===== config.mk =====
export PLATFORM = sky130hd
export DESIGN_NAME = shifter_pipe
export DESIGN_NICKNAME = d
export VERILOG_FILES = /design/src/rtl/shifter_pkg.sv /design/src/rtl/shifter_pipe_stage.sv /design/src/rtl/shifter_pipe.sv
export SDC_FILE = /design/constraint.sdc
export NUM_CORES = 1
export LEC_CHECK = 0
export BUFFER_PORTS_ARGS = -buffer_cell sky130_fd_sc_hd__buf_2
export CORE_MARGIN = 5
export CORE_UTILIZATION = 35
export CTS_BUF_LIST = sky130_fd_sc_hd__clkbuf_16
export DETAILED_ROUTE_END_ITERATION = 10
export PLACE_DENSITY_LB_ADDON = 0.12
export SLEW_MARGIN = 0
export SYNTH_ARGS = -nofsm -noshare
export SYNTH_HDL_FRONTEND = slang
export SYNTH_SLANG_ARGS = --single-unit

===== constraint.sdc =====
create_clock -name clk -period 2.2 [get_ports clk]
set_input_delay 0.44 -clock clk [delete_from_list [all_inputs] [get_ports clk]]
set_output_delay 0.44 -clock clk [all_outputs]
set_load 0.01 [all_outputs]

===== src/rtl/shifter_pkg.sv =====
`default_nettype none
// ============================================================================
// Module      : shifter_pkg
// Description : Shared types and elaboration helpers for the pipelined shifter.
// Revision    : 1.0
// ============================================================================
package shifter_pkg;

    typedef enum logic [2:0] {
        SRL = 3'd0,
        SLL = 3'd1,
        SRA = 3'd2,
        ROR = 3'd3,
        ROL = 3'd4
    } shift_mode_e;

    localparam int unsigned c_MODE_W = 3;

    // ceil(log2(width) / stages): shift levels handled by each register stage.
    function automatic int unsigned levels_per_stage(input int unsigned width,
                                                     input int unsigned stages);
        return ($clog2(width) + stages - 1) / stages;
    endfunction

    // Source bit index for bit bit_idx of a width-bit reversed word.
    function automatic int unsigned rev_index(input int unsigned bit_idx,
                                              input int unsigned width);
        return width - 1 - bit_idx;
    endfunction

endpackage
`default_nettype wire


===== src/rtl/shifter_pipe_stage.sv =====
`default_nettype none
// ============================================================================
// Module      : shifter_pipe_stage
// Description : One group of right-shift/rotate levels followed by its
//               register slice and valid/advance handshake.
// Revision    : 1.0
// ============================================================================
module shifter_pipe_stage
    import shifter_pkg::*;
#(
    parameter int WIDTH       = 32,
    parameter int TAG_W       = 4,
    parameter int AMT_W       = 6,
    parameter int FIRST_LEVEL = 0,
    parameter int NUM_LEVELS  = 1
) (
    input  logic             clk,
    input  logic             rst,
    input  logic             i_valid,
    input  logic [WIDTH-1:0] i_data,
    input  logic             i_sticky,
    input  logic [2:0]       i_mode,
    input  logic [AMT_W-1:0] i_amt,
    input  logic [TAG_W-1:0] i_tag,
    input  logic             i_illegal,
    input  logic             i_next_advance,
    output logic             o_advance,
    output logic             o_valid,
    output logic [WIDTH-1:0] o_data,
    output logic             o_sticky,
    output logic [2:0]       o_mode,
    output logic [AMT_W-1:0] o_amt,
    output logic [TAG_W-1:0] o_tag,
    output logic             o_illegal
);

    localparam logic [WIDTH-1:0] c_ONES = '1;

    logic             r_valid;
    logic [WIDTH-1:0] r_data;
    logic             r_sticky;
    logic [2:0]       r_mode;
    logic [AMT_W-1:0] r_amt;
    logic [TAG_W-1:0] r_tag;
    logic             r_illegal;

    logic [WIDTH-1:0] w_data;
    logic [WIDTH-1:0] w_drop;
    logic             w_sticky;
    logic             w_fill;
    logic             w_rot;
    logic             w_right;
    int               w_sh;

    // Every mode is a right shift here; left modes arrive bit-reversed.
    always_comb begin
        w_data   = i_data;
        w_sticky = i_sticky;
        w_drop   = '0;
        w_fill   = 1'b0;
        w_sh     = 0;
        w_rot    = (i_mode == ROR) || (i_mode == ROL);
        w_right  = (i_mode == SRL) || (i_mode == SRA);
        for (int k = 0; k < NUM_LEVELS; k++) begin
            if (i_amt[FIRST_LEVEL + k]) begin
                w_sh   = 1 << (FIRST_LEVEL + k);
                w_fill = (i_mode == SRA) && w_data[WIDTH-1];
                w_drop = w_data & ~(c_ONES << w_sh);
                if (w_rot) begin
                    w_data = (w_data >> w_sh) | (w_data << (WIDTH - w_sh));
                end else begin
                    w_data = (w_data >> w_sh) | (w_fill ? ~(c_ONES >> w_sh) : '0);
                    if (w_right) begin
                        w_sticky = w_sticky | (|w_drop);
                    end
                end
            end
        end
    end

    assign o_advance = ~r_valid | i_next_advance;

    always_ff @(posedge clk) begin
        if (rst) begin
            r_valid   <= 1'b0;
            r_data    <= '0;
            r_sticky  <= 1'b0;
            r_mode    <= '0;
            r_amt     <= '0;
            r_tag     <= '0;
            r_illegal <= 1'b0;
        end else if (o_advance) begin
            r_valid <= i_valid;
            if (i_valid) begin
                r_data    <= w_data;
                r_sticky  <= w_sticky;
                r_mode    <= i_mode;
                r_amt     <= i_amt;
                r_tag     <= i_tag;
                r_illegal <= i_illegal;
            end
        end
    end

    assign o_valid   = r_valid;
    assign o_data    = r_data;
    assign o_sticky  = r_sticky;
    assign o_mode    = r_mode;
    assign o_amt     = r_amt;
    assign o_tag     = r_tag;
    assign o_illegal = r_illegal;

endmodule
`default_nettype wire


===== src/rtl/shifter_pipe.sv =====
`default_nettype none
// ============================================================================
// Module      : shifter_pipe
// Description : Parametrised pipelined barrel shifter (SRL/SLL/SRA/ROR/ROL)
//               with sticky output and valid/ready stream handshake.
// Revision    : 1.0
// ============================================================================
module shifter_pipe
    import shifter_pkg::*;
#(
    parameter int WIDTH  = 32,
    parameter int STAGES = 2,
    parameter int TAG_W  = 4
) (
    input  logic                 clk,
    input  logic                 rst,
    input  logic                 in_valid,
    output logic                 in_ready,
    input  logic [WIDTH-1:0]     data_in,
    input  logic [$clog2(WIDTH):0] shift_amount,
    input  logic [2:0]           mode,
    input  logic [TAG_W-1:0]     tag_in,
    output logic                 out_valid,
    input  logic                 out_ready,
    output logic [WIDTH-1:0]     data_out,
    output logic                 sticky_out,
    output logic                 illegal_out,
    output logic [TAG_W-1:0]     tag_out
);

    localparam int c_LVLS  = $clog2(WIDTH);
    localparam int c_AMT_W = c_LVLS + 1;
    localparam int c_LPS   = int'(levels_per_stage(WIDTH, STAGES));

    // Index 0 is the pipe entry, index s+1 the output of stage s.
    logic             w_valid   [STAGES+1];
    logic             w_adv     [STAGES+1];
    logic [WIDTH-1:0] w_data    [STAGES+1];
    logic             w_sticky  [STAGES+1];
    logic [2:0]       w_mode    [STAGES+1];
    logic [c_AMT_W-1:0] w_amt   [STAGES+1];
    logic [TAG_W-1:0] w_tag     [STAGES+1];
    logic             w_illegal [STAGES+1];

    logic [WIDTH-1:0]   w_in_rev;
    logic [WIDTH-1:0]   w_out_rev;
    logic [WIDTH-1:0]   w_entry_data;
    logic [c_AMT_W-1:0] w_entry_amt;
    logic               w_entry_sticky;
    logic               w_legal;
    logic               w_rot;
    logic               w_over;
    logic               w_fill;

    for (genvar i = 0; i < WIDTH; i++) begin : g_rev
        assign w_in_rev[i]  = data_in[rev_index(i, WIDTH)];
        assign w_out_rev[i] = w_data[STAGES][rev_index(i, WIDTH)];
    end

    // Over-range shifts collapse to a fill word up front; the levels then only
    // move fill bits, so the result and sticky stay correct.
    always_comb begin
        w_legal        = (mode <= ROL);
        w_rot          = (mode == ROR) || (mode == ROL);
        w_over         = w_legal && !w_rot && shift_amount[c_LVLS];
        w_fill         = (mode == SRA) && data_in[WIDTH-1];
        w_entry_amt    = w_legal ? shift_amount : '0;
        w_entry_sticky = w_over && ((mode == SRL) || (mode == SRA)) && (|data_in);
        if (w_over) begin
            w_entry_data = {WIDTH{w_fill}};
        end else if ((mode == SLL) || (mode == ROL)) begin
            w_entry_data = w_in_rev;
        end else begin
            w_entry_data = data_in;
        end
    end

    assign w_valid[0]      = in_valid;
    assign w_data[0]       = w_entry_data;
    assign w_sticky[0]     = w_entry_sticky;
    assign w_mode[0]       = mode;
    assign w_amt[0]        = w_entry_amt;
    assign w_tag[0]        = tag_in;
    assign w_illegal[0]    = ~w_legal;
    assign w_adv[STAGES]   = out_ready;

    for (genvar s = 0; s < STAGES; s++) begin : g_stage
        localparam int c_FIRST = s * c_LPS;
        localparam int c_NUM   = (c_FIRST >= c_LVLS) ? 0 :
                                 (((c_LVLS - c_FIRST) < c_LPS) ? (c_LVLS - c_FIRST) : c_LPS);

        shifter_pipe_stage #(
            .WIDTH       (WIDTH),
            .TAG_W       (TAG_W),
            .AMT_W       (c_AMT_W),
            .FIRST_LEVEL (c_FIRST),
            .NUM_LEVELS  (c_NUM)
        ) u_stage (
            .clk            (clk),
            .rst            (rst),
            .i_valid        (w_valid[s]),
            .i_data         (w_data[s]),
            .i_sticky       (w_sticky[s]),
            .i_mode         (w_mode[s]),
            .i_amt          (w_amt[s]),
            .i_tag          (w_tag[s]),
            .i_illegal      (w_illegal[s]),
            .i_next_advance (w_adv[s+1]),
            .o_advance      (w_adv[s]),
            .o_valid        (w_valid[s+1]),
            .o_data         (w_data[s+1]),
            .o_sticky       (w_sticky[s+1]),
            .o_mode         (w_mode[s+1]),
            .o_amt          (w_amt[s+1]),
            .o_tag          (w_tag[s+1]),
            .o_illegal      (w_illegal[s+1])
        );
    end

    assign in_ready    = w_adv[0];
    assign out_valid   = w_valid[STAGES];
    assign data_out    = ((w_mode[STAGES] == SLL) || (w_mode[STAGES] == ROL)) ?
                         w_out_rev : w_data[STAGES];
    assign sticky_out  = w_sticky[STAGES];
    assign illegal_out = w_illegal[STAGES];
    assign tag_out     = w_tag[STAGES];

endmodule
`default_nettype wire


Yosys cells after proc, flatten, opt, wreduce, memory -nomap -nowiden --
Cells that the tools add are included. W data, S select, Z words.
Cells by class: multiply operators 0, equality and inequality tests 9, shift-type cells 0, mux-type cells 34, div/mod/pow operators 0, magnitude comparators 1, reductions and logical operators 26, add/subtract/negate cells 0, bitwise operators 20
Operators with widths (count):
- $mux W32 | 18
- $or A16 B32 Y32 | 2
- $or A24 B32 Y32 | 2
- $or A28 B32 Y32 | 2
- $or A30 B32 Y32 | 2
- $or A31 B32 Y32 | 2
- $reduce_or A32 Y1 | 1
- $reduce_or A16 Y1 | 1
- $mux W1 | 15
- $eq A3 B2 Y1 const B | 4
- $logic_and A1 B1 Y1 | 10
- $eq A3 B3 Y1 const B | 3
- $reduce_or A8 Y1 | 1
- $or A1 B1 Y1 | 7
- $eq A3 B1 Y1 const B | 2
- $logic_not A3 Y1 | 2
- $logic_or A1 B1 Y1 | 6
- $mux W5 | 1
- $reduce_and A2 Y1 | 2
- $reduce_or A4 Y1 | 1
- $le A3 B3 Y1 const B | 1
- $not A1 Y1 | 3
- $reduce_or A2 Y1 | 1
- $logic_not A1 Y1 | 1
Storage, ports and cells: input port bits 49, memories 0, register bits 89, word-level logic and storage cells 103, output and inout bits 40, latch bits 0, ROM bits 0, RAM bits 0

Longest topological paths before layout --
Gate-level depths: netlist (run 1).
word-level depth 21, depth in mapped cells 10, depth with buffers taken out 6

Cells and area by module --
Synthesis (run 1) repeated with hierarchy kept, for this count alone.
Unflattened totals: cells, all modules 882, area total of the unflattened synthesis 6956.7 µm²
Modules (own cells, without submodules):
- shifter_pipe_stage (g_stage[0].u_stage) | times used 1, sequential area each 960.9 µm², area each 2939.1 µm², cells each 361
- shifter_pipe_stage (g_stage[1].u_stage) | times used 1, sequential area each 960.9 µm², area each 2666.3 µm², cells each 340
- shifter_pipe | times used 1, sequential area each 0.0 µm², area each 1351.3 µm², cells each 181

Least setup slack after synthesis (run 1) --
OpenSTA, ideal clock, no wires.
path kind input to register, start point input port mode[0], end point register g_stage[0].u_stage.r_data[23], arrival time 2055 ps, setup time 130 ps, required time 2070 ps, buffers on the path 3, slack 14 ps, stages on the path 8, cell sequence buf_4 maj3_2 buf_2 buf_2 a222oi_1 a22oi_1 a21oi_1 a211oi_1
On the way: longest elaborated chain between the ends 15
Ends and longest elaborated chain:
- from (decl) | line shifter_pipe.sv:21 | input logic [2:0] mode,
- branches (longest 14 deep; another with $le A3 B3 Y1)
- $mux W32 (*) | line shifter_pipe_stage.sv:65 | if (i_amt[FIRST_LEVEL + k]) begin
- to (signal assigned) | line shifter_pipe_stage.sv:95 | r_data <= w_data;
- to (decl) | line shifter_pipe_stage.sv:40 | logic [WIDTH-1:0] r_data;
Mark *: on every way between the ends. A chain may end at the register's enable or synchronous reset.

Worst setup path after layout (run 1) --
start point register g_stage[0].u_stage.r_data[0], end point register g_stage[1].u_stage.r_sticky
On the way: longest elaborated chain between the ends 9
Ends and longest elaborated chain:
- $reduce_or A8 Y1 | line shifter_pipe_stage.sv:74 | w_sticky = w_sticky | (|w_drop);
- $or A1 B1 Y1 | line shifter_pipe_stage.sv:74
- $mux W1 | line shifter_pipe_stage.sv:73 | if (w_right) begin
- $mux W1 | line shifter_pipe_stage.sv:69 | if (w_rot) begin
- $mux W1 | line shifter_pipe_stage.sv:65
- $or A1 B1 Y1 | line shifter_pipe_stage.sv:74
- $mux W1 | line shifter_pipe_stage.sv:73
- $mux W1 | line shifter_pipe_stage.sv:69
- $mux W1 (*) | line shifter_pipe_stage.sv:65
- to (signal assigned) | line shifter_pipe_stage.sv:96 | r_sticky <= w_sticky;
- to (decl) | line shifter_pipe_stage.sv:41 | logic r_sticky;
Every way passes the cells marked *; elsewhere a longest branch is shown, timed or not.

==> results of run 1 <==
## logic make-up after synthesis
family	after synthesis
fa+ha+maj	1
xor+xnor	1
compound gates	336
mux	60
simple gates	290
buf+inv	90
flops	86
## state kept, by name, summed over array words and instances, names as in the netlist
signal	flops
g_stage.u_stage.o_data	64
g_stage.u_stage.o_illegal	2
g_stage.u_stage.o_valid	2
g_stage.u_stage.o_sticky	2
g_stage.u_stage.o_tag	8
g_stage.u_stage.o_mode	6
g_stage.u_stage.o_amt	2
## per-stage QoR
| stage | area [sq um] | setup slack, ns | hold slack [ns] |
|---|---|---|---|
| 6_report | 8470 | 0.0894 | 0.340 |
| 5_1_grt | 8470 | 0.00823 | 0.354 |
| 4_1_cts | 8460 | 0.0399 | 0.336 |
| 3_5_place_dp | 8190 | -0.314 | 0.444 |
| 3_3_place_gp | 8190 | -0.284 | 0.445 |
| 2_1_floorplan | 6670 | 0.0143 | 0.432 |
## cells in the final DEF (no fill, tap or decap), types with 8 or more instances in the layout
| master | synthesis | layout |
|---|---|---|
| a22o_1 | 26 | 26 |
| a211oi_1 | 12 | 12 |
| nor3_1 | 16 | 14 |
| a221oi_1 | 8 | 8 |
| nand3b_1 | 22 | 22 |
| mux2_2 | 47 | 47 |
| nor4_1 | 14 | 14 |
| dfxtp_1 | 86 | 86 |
| buf_12 | 0 | 15 |
| o221ai_1 | 20 | 20 |
| nor2_1 | 85 | 84 |
| clkbuf_16 | 0 | 9 |
| o211ai_1 | 18 | 18 |
| a22oi_1 | 43 | 43 |
| buf_4 | 3 | 114 |
| o21ai_0 | 16 | 16 |
| nand3_1 | 18 | 18 |
| mux2i_1 | 12 | 12 |
| nand2_1 | 89 | 88 |
| a32o_1 | 22 | 22 |
| a21oi_1 | 102 | 102 |
| buf_2 | 19 | 88 |
## where the power goes
part           internal (mW)  total, mW  switching [mW]  leakage, nW
clock network          0.756       1.38           0.628        0.134
registers               1.67       1.78           0.117        0.704
logic                  0.707       1.55           0.839         2.53
## metal layers
layer	up-vias	share of wire [%]	GRT usage (%)
met1	3548	48	29.3
met4	0	1.2	3.51
li1	3618	-	-
met2	248	46	32.5
met3	24	5.4	3.50
met5	-	0	0
## worst max-delay path, stage by stage, from the launching register on
cell,delay (ns)
dfxtp_1,0.38
or4_1,0.56
nor3_1,0.18
a31oi_1,0.06
o21ai_0,0.37
a211oi_1,0.19
o31a_1,0.27
## final cells by class
| cell class | instances | area, sq um |
|---|---|---|
| fill | 1919 | 10200 |
| multi-input combinational | 688 | 4570 |
| sequential | 86 | 1720 |
| timing repair buffer | 217 | 1600 |
| tap | 234 | 293 |
| clock buffer | 9 | 225 |
| clock inverter | 7 | 42.5 |
| inverter | 6 | 22.5 |
## worst max path at each step
stage / from / to / slack [ns] / cells after the start
after floorplan: mode[0] / g_stage[0].u_stage.o_data[23] / 0.01 / 8
after CTS: mode[2] / g_stage[0].u_stage.o_data[26] / 0.04 / 8
after global placement: mode[2] / g_stage[0].u_stage.o_data[26] / -0.28 / 8
after global routing: g_stage[0].u_stage.o_data[0] / g_stage[1].u_stage.o_sticky / 0.008 / 6
final: g_stage[0].u_stage.o_data[0] / g_stage[1].u_stage.o_sticky / 0.09 / 6
after detailed placement: mode[2] / g_stage[0].u_stage.o_data[26] / -0.31 / 8
==> out/summary.txt, run 1 <==
Final Util - 45.3%
Pwr Density - 557 mW/mm^2
HP Class - primary input to register
CP Data Arrival Time - 2.34 ns
Cts repair resizes - 0
Vias per inst - 5.96
CTS Buf Count - 9
Synth Register Bits - 86
Clock Pin Slew Worst Setup and Hold Paths - 0.06 ns
Area growth syn-to-layout - 26.9%
Area contributors post-synth - dfxtp_1 (26%), mux2_2 (7.9%), a21oi_1 (7.7%)
Worst r2r dst - g_stage[1].u_stage.o_sticky
Post-layout instance count excluding filler cells - 1247
Yosys top cell by area - dfxtp_1
Share of cells above drive strength 1 - 30.3%
Vias in the first global route - 6969
Worst-margin pin slew - 0.626 ns
Mapped Area - 0.00667 sq mm
Maximum clock frequency - 474 MHz
CTS Hold Buffers Added - 0
Post-synth ARST share - 0%
I/O pins - 89
Residual DRC count - 0
Post-synthesis adder-cell area fraction - 0.169%
CTS sink cnt - 86
Status - complete, no violations
Crit path kind - register to register
Final HPWL DP - 17.6 mm
CTS root buf - clkbuf_16
RD Place Congestion - 0.917
Post-synth EDFFs - 0
Largest net degree at the start of global routing - 52
Port Buffers - 88
Final Cycle Share - 95.9%
Post-Synth Simple-Gate Area - 21.5%
Max Clock Skew - 0.00798 ns
Hold Vio Cnt, Final - 0
CTS Buffer Depth - 2
Routed vias - 7438
Register area share after synthesis - 25.8%
Most frequent cell after synthesis - a21oi_1
R2R cell count - 6
Leak - 3.36 nW
Relative slew slack - 58.0%
Setup-failing EPs final - 0
Setup bufs post-CTS - 0
Total design power - 4.71 mW
Synthesized area per cell - 7.72 sq um
Grt total ovfl - 0
Later-pin clock latency in the skew report - 0.34 ns
Critical path endpoint category - register
Worst hold stages - 3
Library cells used by synthesis - 77
Syn_nets - 913
Drt total wl - 23.1 mm
Peak VDD IR - 0.420 mV
YS warnings - 0
Drt first pass iters - 5
H-Tree Level Count - 3
Crit Path Max Fanout - 4
Hold_sp - tag_in[2]
Post-Synth XOR/XNOR Area - 0.131%
Initial detailed-routing violation count - 667
Largest family of logic cells by synthesized area - compound AO/OA/AOI/OAI gates
Synth top area share - 25.8%
Area of the core - 0.0187 sq mm
RSZ-0062 raised after global routing - no
Die Wd - 148 um
Hold Path End - g_stage[0].u_stage.o_tag[2]
Fin. max-slew vios - 0
CTS tree - built
Top cells by count, synth - a21oi_1 (102), nand2_1 (89), dfxtp_1 (86)
Critical Path Source Type - register
Global-route wire length before repair - 36.9 mm
Antenna violations before repair - 0
Tot GR Track Use - 20.4%
Routed len/inst - 18.5 um
Mux share of post-synthesis cell area - 10.1%
Fin nets - 1057
Worst R2R Start - g_stage[0].u_stage.o_data[0]
Compound-Gate Fraction of Synth Area - 36.3%
Post-DRT Antenna Nets - 0
Inst Count DP - 1231
Final critical-path required period - 2.11 ns
# diodes - 0
Total die area - 0.0219 sq mm
R2r setup slk - 0.09 ns
Final TNS setup - 0 ns
Synth Flop Type - dfxtp_1
Site row count - 50
Die Span Y - 148 um
Starting Density - 35.7%
Max cap viols - 0
Post-synthesis cell count - 864
Worst path required time - 2.43 ns
Power figures use the tool's default switching activity.
==> inputs of run 2 (changes only) <==
- CORE_ASPECT_RATIO: unset -> 0.8
- GPL_TIMING_DRIVEN: unset -> 0
==> out/summary.txt, run 2 (synthesized netlist as in run 1, its figures left out) <==
Crit path kind - primary input to register (was register to register)
Pwr Density - 598 mW/mm^2 (was 557 mW/mm^2)
Routed len/inst - 20.9 um (was 18.5 um)
Die Wd - 164 um (was 148 um)
Critical path endpoint category - register (unchanged)
Global-route wire length before repair - 40.3 mm (was 36.9 mm)
Final Cycle Share - 98.2% (was 95.9%)
Tot GR Track Use - 23.0% (was 20.4%)
Largest net degree at the start of global routing - 14 (was 52)
HP Class - primary input to register (unchanged)
RD Place Congestion - 0.925 (was 0.917)
Vias in the first global route - 6977 (was 6969)
# diodes - 0 (unchanged)
Fin nets - 1020 (was 1057)
CTS sink cnt - 86 (unchanged)
Worst-margin pin slew - 0.680 ns (was 0.626 ns)
Most frequent cells in the layout - buf_2 (96), nand2_1 (89), a21oi_1 (87), dfxtp_1 (85), nor2_1 (82) (was buf_4 (114), a21oi_1 (102), nand2_1 (88), buf_2 (88), dfxtp_1 (86))
Most common cell after layout, fill and taps aside - buf_2 (was buf_4)
Worst path required time - 2.39 ns (was 2.43 ns)
Critical Path Source Type - primary input (was register)
Status - complete, no violations (unchanged)
Final critical-path required period - 2.16 ns (was 2.11 ns)
Setup-failing EPs final - 0 (unchanged)
Later-pin clock latency in the skew report - 0.34 ns (about the same)
Final HPWL DP - 19.9 mm (was 17.6 mm)
Fin. max-slew vios - 0 (unchanged)
Vias per inst - 6.10 (was 5.96)
RSZ-0062 raised after global routing - yes (was no)
Post-DRT Antenna Nets - 0 (unchanged)
I/O pins - 89 (unchanged)
R2r setup slk - 0.09 ns (about the same)
Drt total wl - 25.8 mm (was 23.1 mm)
Grt total ovfl - 0 (unchanged)
Final Util - 42.7% (was 45.3%)
Peak VDD IR - 0.323 mV (was 0.420 mV)
Starting Density - 35.4% (was 35.7%)
Total design power - 4.82 mW (was 4.71 mW)
Area growth syn-to-layout - 20.7% (was 26.9%)
R2R cell count - 8 (was 6)
Relative slew slack - 54.7% (was 58.0%)
Area of the core - 0.0189 sq mm (was 0.0187 sq mm)
CTS Buf Count - 9 (unchanged)
Max reg flops - 64 (unchanged)
Crit Path Max Fanout - 10 (was 4)
Drt first pass iters - 8 (was 5)
Share of cells above drive strength 1 - 26.5% (was 30.3%)
Residual DRC count - 0 (unchanged)
Total die area - 0.0219 sq mm (about the same)
Max cap viols - 0 (unchanged)
CP Data Arrival Time - 2.35 ns (was 2.34 ns)
Final TNS setup - 0 ns (unchanged)
Routed vias - 7531 (was 7438)
CTS Buffer Depth - 2 (unchanged)
Max Clock Skew - 0.00510 ns (was 0.00798 ns)
Worst hold stages - 3 (unchanged)
CTS root buf - clkbuf_16 (unchanged)
CTS tree - built (unchanged)
Initial detailed-routing violation count - 851 (was 667)
Clock Pin Slew Worst Setup and Hold Paths - 0.06 ns (about the same)
Die Span Y - 133 um (was 148 um)
Leak - 3.04 nW (was 3.36 nW)
Maximum clock frequency - 463 MHz (was 474 MHz)
Layout fillers - 1992 (was 1919)
Site row count - 45 (was 50)
Port Buffers - 84 (was 88)
Hold Vio Cnt, Final - 0 (unchanged)
H-Tree Level Count - 3 (unchanged)
Antenna violations before repair - 1 (was 0)
## run 2: cell types whose count changed in the layout (fill, tap and decap cells not counted), sizes merged
cell / delta
bufinv: +2
clkbuf: +52
clkinv: -3
buf: -89
inv: +1
## run 2: stage by stage
step / hold WS (ns) / std cells / instance area, sq um / setup WS, ns
floorplan: 0.432 / 864 / 6670 / 0.0143
global placement: 0.441 / 1206 / 7410 / -0.601
detailed placement: 0.445 / 1206 / 7410 / -0.603
CTS: 0.329 / 1230 / 7860 / -0.00863
global route: 0.345 / 1234 / 8050 / -0.00256
finish: 0.333 / 1234 / 8050 / 0.0396
## run 2: where the power goes
| part | switching (mW) | internal (mW) |
|---|---|---|
| clock | 0.605 | 0.978 |
| sequential | 0.123 | 1.67 |
| combinational | 0.884 | 0.561 |
| total | 1.61 | 3.21 |
## run 2: timing repair
action,CTS,global route
setup buffers,7,5
hold endpoints to repair,0,0
gates cloned,1,0
setup endpoints to repair,72,69
pin swaps,7,3
gates resized for setup,28,66
hold buffers,0,0
## run 2: critical path, stage by stage
cell and delay [ns]:
buf_4 0.15, maj3_2 0.36, clkbuf_4 0.23, a32oi_1 0.33, and2_1 0.28, a21boi_1 0.15
a211oi_2 0.31, a211oi_1 0.09
## run 2: metal layers
layer	vias to the layer above	track usage, %	wire length (um)
met5	-	0	0
met4	0	3.40	237
met3	22	5.41	2130
met2	306	31.6	10400
met1	3641	36.4	13000
li1	3562	-	-
## run 2: area by class of cell
cell class	instances	area (sq um)	area share, %
multi-input combinational	688	4690	58.2
tap	258	323	4.01
sequential	86	1720	21.4
inverter	6	26.3	0.326
buffer	83	463	5.75
clock inverter	7	81.3	1.01
clock buffer	9	225	2.80
timing repair buffer	97	522	6.48
## run 2: worst paths after layout
| kind | endpoint | startpoint |
|---|---|---|
| worst min-delay path | g_stage[0].u_stage.o_tag[2] | tag_in[2] |
| worst min register to register | g_stage[1].u_stage.o_tag[3] | g_stage[0].u_stage.o_tag[3] |
| worst max register to register | g_stage[1].u_stage.o_data[3] | g_stage[0].u_stage.o_amt[3] |
| worst max-delay path | g_stage[0].u_stage.o_data[0] | mode[0] |
==> inputs of run 3 (changes only) <==
- clock period: 2.2 -> 2.4 ns (I/O delays scaled with it)
==> out/summary.txt, run 3 (synthesized netlist as in run 1, its figures left out) <==
Post-layout instance count excluding filler cells - 1227 (was 1234)
Met2 routed WL - 10.3 mm (was 10.4 mm)
Area of the core - 0.0189 sq mm (unchanged)
Worst-margin pin slew - 0.658 ns (was 0.680 ns)
RD Place Congestion - 0.925 (unchanged)
Max reg flops - 64 (unchanged)
Drt total wl - 25.4 mm (was 25.8 mm)
Final critical-path required period - 2.32 ns
RSZ-0062 raised after global routing - yes (unchanged)
CTS root buf - clkbuf_16 (unchanged)
Leak - 2.97 nW (was 3.04 nW)
Critical path endpoint category - register (unchanged)
Antenna violations before repair - 1 (unchanged)
Die Span Y - 133 um (unchanged)
Most common cell after layout, fill and taps aside - buf_2 (unchanged)
Final Cycle Share - 96.8%
Pwr Density - 555 mW/mm^2 (was 598 mW/mm^2)
Most frequent cells in the layout - buf_2 (103), a21oi_1 (100), nand2_1 (88), dfxtp_1 (86), nor2_1 (84) (was buf_2 (96), nand2_1 (89), a21oi_1 (87), dfxtp_1 (85), nor2_1 (82))
Max Used Layer - met4 (unchanged)
Final HPWL DP - 19.9 mm (unchanged)
Worst Hold Margin - 0.374 ns (was 0.333 ns)
Vias per inst - 6.11 (was 6.10)
Drt first pass iters - 6 (was 8)
Later-pin clock latency in the skew report - 0.34 ns (about the same)
Hold Vio Cnt, Final - 0 (unchanged)
Fin nets - 1013 (was 1020)
Relative slew slack - 56.2% (was 54.7%)
Max cap viols - 0 (unchanged)
Crit path kind - primary input to register (unchanged)
Slowest CP cell - o31ai_2 (was maj3_2)
Post-Route M1 WL - 12.9 mm (was 13.0 mm)
CP Data Arrival Time - 2.51 ns (was 2.35 ns)
Tot GR Track Use - 22.8% (was 23.0%)
Layout fillers - 1996 (was 1992)
Crit Path Max Fanout - 10 (unchanged)
# diodes - 0 (unchanged)
Share of cells above drive strength 1 - 23.5% (was 26.5%)
Port Buffers - 84 (unchanged)
Starting Density - 35.4% (unchanged)
Clock Pin Slew Worst Setup and Hold Paths - 0.06 ns (about the same)
Cell mode on critical path - buf_2
CTS Buf Count - 9 (unchanged)
Met3 wire len - 1.99 mm (was 2.13 mm)
Inst Count DP - 1206 (unchanged)
Peak VDD IR - 0.295 mV (was 0.323 mV)
Final Util - 41.6% (was 42.7%)
CTS tree - built (unchanged)
HP Class - primary input to register (unchanged)
Critical Path Source Type - primary input (unchanged)
Residual DRC count - 0 (unchanged)
Site row count - 45 (unchanged)
Design area - 0.00785 sq mm (was 0.00805 sq mm)
Die Wd - 164 um (unchanged)
Worst path required time - 2.59 ns (was 2.39 ns)
Initial detailed-routing violation count - 808 (was 851)
CTS sink cnt - 86 (unchanged)
Status - complete, no violations (unchanged)
Total die area - 0.0219 sq mm (unchanged)
Fin. max-slew vios - 0 (unchanged)
Setup-failing EPs final - 0 (unchanged)
Placed inst area - 0.00741 sq mm (unchanged)
CP Cell Sequence - buf_2 > buf_4 > nor2_2 > buf_2 > clkbuf_4 > a32o_1 > a21oi_1 > mux2i_1 > o31ai_2 > a221oi_1 (was buf_4 > maj3_2 > clkbuf_4 > a32oi_1 > and2_1 > a21boi_1 > a211oi_2 > a211oi_1)
CP peak stage delay - 0.38 ns (was 0.36 ns)
Routed vias - 7494 (was 7531)
Global-route wire length before repair - 40.0 mm (was 40.3 mm)
Vias in the first global route - 6941 (was 6977)
Area growth syn-to-layout - 17.6% (was 20.7%)
H-Tree Level Count - 3 (unchanged)
Maximum clock frequency - 430 MHz
I/O pins - 89 (unchanged)
Grt total ovfl - 0 (unchanged)
Largest net degree at the start of global routing - 20 (was 14)
CTS Hold Buffers Added - 0 (unchanged)
Post-DRT Antenna Nets - 0 (unchanged)
CTS Buffer Depth - 2 (unchanged)
Routed len/inst - 20.7 um (was 20.9 um)
Max Clock Skew - 0.00626 ns (was 0.00510 ns)
[run 3: changes by cell type in the layout (fill, tap and decap cells not counted), moves of 7 or more]
cell	before	now
a21oi_1	87	100
a21oi_2	15	2
buf_4	17	9
buf_2	96	103
[run 3: worst paths after layout]
path                                                   start                       endpoint  slack (ns)  cells past startpoint
worst min-delay path                               tag_in[2]    g_stage[0].u_stage.o_tag[2]        0.37                      3
worst max register to register   g_stage[0].u_stage.o_amt[3]    g_stage[1].u_stage.o_sticky        0.20                      6
worst min register to register  g_stage[1].u_stage.o_illegal   g_stage[1].u_stage.o_illegal        0.45                      2
worst max-delay path                         shift_amount[5]  g_stage[0].u_stage.o_data[25]        0.08                     10
[run 3: power by group]
| part | switching, mW | internal, mW | total, mW |
|---|---|---|---|
| sequential | 0.111 | 1.53 | 1.64 |
| combinational | 0.788 | 0.481 | 1.27 |
| clock | 0.551 | 0.897 | 1.45 |
[run 3: area by class of cell]
type	count	area [sq um]	area share, %
clock buffers	9	225	2.87
plain buffers	83	405	5.17
inverters	6	26.3	0.335
repair buffers	90	465	5.93
clock inverters	7	81.3	1.04
well taps	258	323	4.11
multi-input cells	688	4600	58.6
flip-flops and latches	86	1720	21.9
[run 3: per-layer routing]
layer	up-vias	GRT usage, %
met5	-	0
met4	0	3.21
met3	24	5.60
met2	307	31.5
met1	3615	35.9
li1	3548	-
[run 3: per-stage QoR]
stage / total power, mW / setup TNS (ns) / setup slack (ns)
floorplan: 2.46 / 0 / 0.174
global placement: 2.89 / -10.93 / -0.441
detailed placement: 2.88 / -10.72 / -0.443
CTS: 4.33 / -0.235 / -0.0769
global route: 4.56 / -0.0168 / -0.0168
finish: 4.36 / 0 / 0.0769
[run 3: repair_timing]
item	in CTS	in global routing
setup endpoints to repair	47	51
endpoints found under the hold margin	0	0
gates resized for setup	7	36
buffers inserted	0	6
pin swaps	0	4
[run 3: critical path: cells and delay by family]
family | cells | cell delay, ns
muxes | 1 | 0.17
and+or+nand+nor | 1 | 0.07
buffers and inverters | 4 | 0.70
AOI/OAI and AO/OA | 4 | 1.09
